==> src/rtl/pipe_stall_ctrl.sv <==
// Stall/flush sequencer for the 5-stage pipeline: per-stage register enables, flush strobes
// and a saturating stall-cycle counter. Outputs are combinational from state and hazards.
module pipe_stall_ctrl #(
  parameter int unsigned MULTI_LAT = 4,
  parameter int unsigned CNT_W     = 32
) (
  input  logic             clk,
  input  logic             reset,
  input  logic [4:0]       dec_regA,
  input  logic [4:0]       dec_regB,
  input  logic             dec_uses_regB,
  input  logic             alu_mem_r_en,
  input  logic [4:0]       alu_regD,
  input  logic             alu_multi,
  input  logic             branch_taken,
  input  logic             block_pipe_instr_cache,
  input  logic             block_pipe_data_cache,
  output logic             EN_REG_FETCH,
  output logic             EN_REG_DECODE,
  output logic             EN_REG_ALU,
  output logic             EN_REG_MEM,
  output logic             flush_fetch,
  output logic             flush_decode,
  output logic             flush_alu,
  output logic [CNT_W-1:0] stall_cycles
);

  typedef enum logic [1:0] {StRun, StDstall, StMulti} state_e;

  localparam logic [3:0] CntInit = 4'(MULTI_LAT - 2);

  state_e     state_q, state_d, ret_q, ret_d, eff_state;
  logic [3:0] cnt_q, cnt_d;
  logic [CNT_W-1:0] stall_q;

  logic en_f, en_d, en_a, en_m, fl_f, fl_d, fl_a;
  logic load_use, stall_now;

  assign load_use = alu_mem_r_en && (alu_regD != 5'd0) &&
                    ((alu_regD == dec_regA) || (dec_uses_regB && (alu_regD == dec_regB)));

  always_comb begin
    en_f    = 1'b1;
    en_d    = 1'b1;
    en_a    = 1'b1;
    en_m    = 1'b1;
    fl_f    = 1'b0;
    fl_d    = 1'b0;
    fl_a    = 1'b0;
    state_d = state_q;
    ret_d   = ret_q;
    cnt_d   = cnt_q;
    // DSTALL behaves as the state it interrupted; a held miss simply re-enters DSTALL.
    eff_state = (state_q == StDstall) ? ret_q : state_q;

    if (block_pipe_data_cache) begin
      en_f    = 1'b0;
      en_d    = 1'b0;
      en_a    = 1'b0;
      en_m    = 1'b0;
      state_d = StDstall;
      ret_d   = eff_state;
    end else if (eff_state == StMulti) begin
      en_f = 1'b0;
      en_d = 1'b0;
      en_a = 1'b0;
      fl_a = 1'b1;
      if (cnt_q == 4'd0) begin
        state_d = StRun;
      end else begin
        state_d = StMulti;
        cnt_d   = cnt_q - 4'd1;
      end
    end else begin
      state_d = StRun;
      if (branch_taken) begin
        fl_f = 1'b1;
        fl_d = 1'b1;
      end else if (alu_multi) begin
        en_f    = 1'b0;
        en_d    = 1'b0;
        en_a    = 1'b0;
        fl_a    = 1'b1;
        cnt_d   = CntInit;
        state_d = StMulti;
      end else if (load_use) begin
        en_f = 1'b0;
        fl_d = 1'b1;
      end else if (block_pipe_instr_cache) begin
        en_f = 1'b0;
        fl_f = 1'b1;
      end
    end
  end

  assign stall_now = !(en_f && en_d && en_a && en_m) || fl_f || fl_d || fl_a;

  always_ff @(posedge clk or negedge reset) begin
    if (!reset) begin
      state_q <= StRun;
      ret_q   <= StRun;
      cnt_q   <= 4'd0;
      stall_q <= '0;
    end else begin
      state_q <= state_d;
      ret_q   <= ret_d;
      cnt_q   <= cnt_d;
      if (stall_now && (stall_q != {CNT_W{1'b1}})) begin
        stall_q <= stall_q + CNT_W'(1);
      end
    end
  end

  always_comb begin
    EN_REG_FETCH  = reset & en_f;
    EN_REG_DECODE = reset & en_d;
    EN_REG_ALU    = reset & en_a;
    EN_REG_MEM    = reset & en_m;
    flush_fetch   = reset & fl_f;
    flush_decode  = reset & fl_d;
    flush_alu     = reset & fl_a;
  end

  assign stall_cycles = stall_q;

endmodule
==> config.mk <==
export PLATFORM = sky130hd
export DESIGN_NAME = pipe_stall_ctrl
export DESIGN_NICKNAME = d
export VERILOG_FILES = /design/src/rtl/pipe_stall_ctrl.sv
export SDC_FILE = /design/constraint.sdc
export NUM_CORES = 1
export LEC_CHECK = 0
export ABC_CLOCK_PERIOD_IN_PS = 3680
export CELL_PAD_IN_SITES_DETAIL_PLACEMENT = 0
export CELL_PAD_IN_SITES_GLOBAL_PLACEMENT = 1
export CORE_UTILIZATION = 39
export DETAILED_ROUTE_END_ITERATION = 8
export GPL_TIMING_DRIVEN = 0
export PLACE_DENSITY = 0.89
export SLEW_MARGIN = 30
export SYNTH_ARGS = -nofsm -noshare
export SYNTH_HDL_FRONTEND = slang
export SYNTH_SLANG_ARGS = --single-unit
==> constraint.sdc <==
create_clock -name clk -period 3.68 [get_ports clk]
set_clock_uncertainty 0.2 [all_clocks]
set_input_delay 0.736 -clock clk [delete_from_list [all_inputs] [get_ports clk]]
set_output_delay 0.736 -clock clk [all_outputs]
set_load 0.005 [all_outputs]
==> flow_summary.json, run 1 <==
{
  "synth_area_um2": 2196,
  "hp-class": "input pin to async pin",
  "io_pins": 62,
  "worst-path-buf-inv": 2,
  "grt_pass1_wl_um": 8286,
  "syn_inst": 217,
  "cts_sinks": 40,
  "port_buffers": 61,
  "drt-pass1-iter-count": 4,
  "arrival_ns": 2.58,
  "yosysTopAreaCell": "dfrtp_1",
  "setup_viol": 0,
  "crit_fanout": 3,
  "num_antenna_cells": 0,
  "timing.hold.ws_ns": 0.1733,
  "end_kind": "primary output",
  "grt_start_max_net_pins": 25,
  "worst-setup-path-type": "input pin to primary output",
  "syn_avg_cell_area_um2": 10.12,
  "fin_util_pct": 58.05,
  "power_density_nw_per_um2": 420.4,
  "cts_max_level": 2,
  "ant_nets": 0,
  "yosys_warnings": 0,
  "nets": 312,
  "clk_pin_slew_ns": 0.08,
  "maxCapViolations": 0,
  "synth_top_area_share_pct": 45.58,
  "worst_pin_slew_ns": 0.6905,
  "grt_pass1_vias": 1740,
  "route.detailed.drc": 0,
  "cts_buffers": 5,
  "drt-total-wl_um": 4961,
  "vdd_ir_drop_max_mv": 0.2736,
  "postSynthRegisterBits": 40,
  "ys_seq_area_share_pct": 45.58,
  "dpl.hpwl_um": 3667,
  "routed_via_density": 5.293,
  "synthArstFlopShare_pct": 100.0,
  "floorplan.rows": 26,
  "die_height_um": 77.04,
  "synth_fp_nets": 242,
  "fmax_ghz": 0.2848,
  "layout_setup_ws_ns": 0.1682,
  "rsz0062_at_grt": "no",
  "grt-ovfl-total": 0,
  "start_util_pct": 41.67,
  "post-route-period-util_pct": 95.43,
  "grtUsageTotal_pct": 17.89,
  "clockBufferDepth": 2,
  "gp_congestion": 0.7573,
  "drtIter0Drc": 106,
  "ys.flop_type": "dfrtp_1",
  "wl_per_cell_um": 13.86,
  "finalPower_mw": 1.286,
  "status": "completed",
  "syn2layout_area_growth_pct": 39.32,
  "maxSlewViolCount": 0,
  "cts_tree": "yes",
  "core_area_um2": 5270,
  "required_ns": 2.74,
  "die-area_um2": 5934,
  "total_leakage_power_nw": 1.229,
  "crit_slowest_cell": "or4_1",
  "netlist_top_cells_area": "dfrtp_1 46%, xnor2_1 16%, nand4_1 4.6%, nand3_1 4.1%, nand2_1 2.7%",
  "clock_latency_ns": 0.29,
  "crit_path_start_kind": "input pin",
  "period_needed_ns": 3.512,
  "drive_above_1_share_pct": 8.681,
  "synth_cell_types": 40,
  "finalHoldViolations": 0,
  "slowest_delay_ns": 0.52,
  "antenna_found_initial": 0,
  "dp_slack_ns": -0.07813,
  "clock-root-buffer": "clkbuf_8",
  "relSlewSlack_pct": 53.61,
  "vias": 1895,
  "cp_top_family": "buffers and inverters",
  "synth-edff-count": 0,
  "cp_cell_sequence": "dlygate4sd2_1 -> or4_1 -> o21a_1 -> a21oi_2 -> a21oi_1 -> nor2_1 -> clkdlybuf4s50_1",
  "die_w_um": 77.04
}
## sequential cells by signal, indices dropped and copies added, names as in the netlist
register,cells
state_q,2
ret_q,2
cnt_q,4
stall_cycles,32
## power breakdown
group | switching (mW) | leakage (nW) | internal (mW)
clock network | 0.155 | 0.0645 | 0.239
logic | 0.128 | 0.631 | 0.193
registers | 0.0704 | 0.534 | 0.501
## worst paths after layout
path / slack (ns) / from / cells after the start / endpoint
max: 0.17 / alu_regD[1] / 7 / flush_fetch
min: 0.17 / reset / 1 / stall_cycles[30]
max reg2reg: 1.13 / stall_cycles[0] / 8 / stall_cycles[1]
min reg2reg: 0.30 / stall_cycles[31] / 1 / stall_cycles[31]
max in group asynchronous: 2.64 / reset / 2 / stall_cycles[0]
min in group clk: 0.30 / stall_cycles[31] / 1 / stall_cycles[31]
## cell families (layout without fill, tap and decap cells)
kind of cell / count (synthesis) / in the layout / synth area share [%]
compound gates: 17 / 17 / 4.958
xor+xnor: 41 / 41 / 16.35
fa+ha+maj: 2 / 2 / 1.139
buf+inv: 14 / 85 / 3.817
flops: 40 / 40 / 45.58
mux: 4 / 4 / 1.937
simple gates: 99 / 99 / 26.21
## cell usage after synthesis (all sizes together) (2+ instances only)
library cell  number
a21oi              6
and2               3
and3               8
and4               5
buf                6
dfrtp             40
ha                 2
inv                7
mux2               2
mux2i              2
nand2             16
nand3             18
nand3b             3
nand4             16
nand4b             2
nor2              11
nor2b              4
nor3               4
nor3b              2
nor4               4
o21ai              3
or4                2
xnor2             41
## metrics by stage
stage | area, µm² | std cells | TNS, ns
floorplan | 2196 | 217 | 0
global placement | 2894 | 348 | -6.071
detailed placement | 2917 | 349 | -0.1412
CTS | 3050 | 358 | 0
global route | 3059 | 358 | 0
finish | 3059 | 358 | 0
## metal layers
layer	global-route usage (%)	up-vias	share of wire, %
met1	22.95	921	45
met5	0	-	0
li1	-	914	-
met4	6.604	0	1.2
met2	29.20	54	49
met3	4.286	6	4.6
## layout make-up
class | count | area [µm²]
Fill cell | 505 | 2211
Sequential cell | 40 | 1001
Clock inverter | 1 | 30.03
Buffer | 7 | 57.56
Multi-Input combinational cell | 163 | 1121
Inverter | 7 | 26.28
Clock buffer | 7 | 96.34
Tap cell | 70 | 87.58
Timing Repair Buffer | 63 | 639.4
## timing repair
item                       CTS  global route
setup endpoints to repair    2             3
resized for setup            4             2
hold buffers                 0             0
pin swaps                    1             0
setup buffers                1             0
## cells in the final DEF, fill, tap and decap left out, drive strengths merged, types with 5 or more instances in the layout
cell type and n:
nand3 18, clkdlybuf4s50 56, clkbuf 8, nand4 16, nand2 16, and4 5, dfrtp 40, buf 9
inv 7, xnor2 41, a21oi 6, nor2 11, and3 8
Note: power is estimated with default switching activity, not from simulation.
==> run 2, diff against run 1 <==
CAP_MARGIN = 20   (was default)
==> results of run 2 <==
No change in the layout: final DEF, timing and power equal those of run 1.
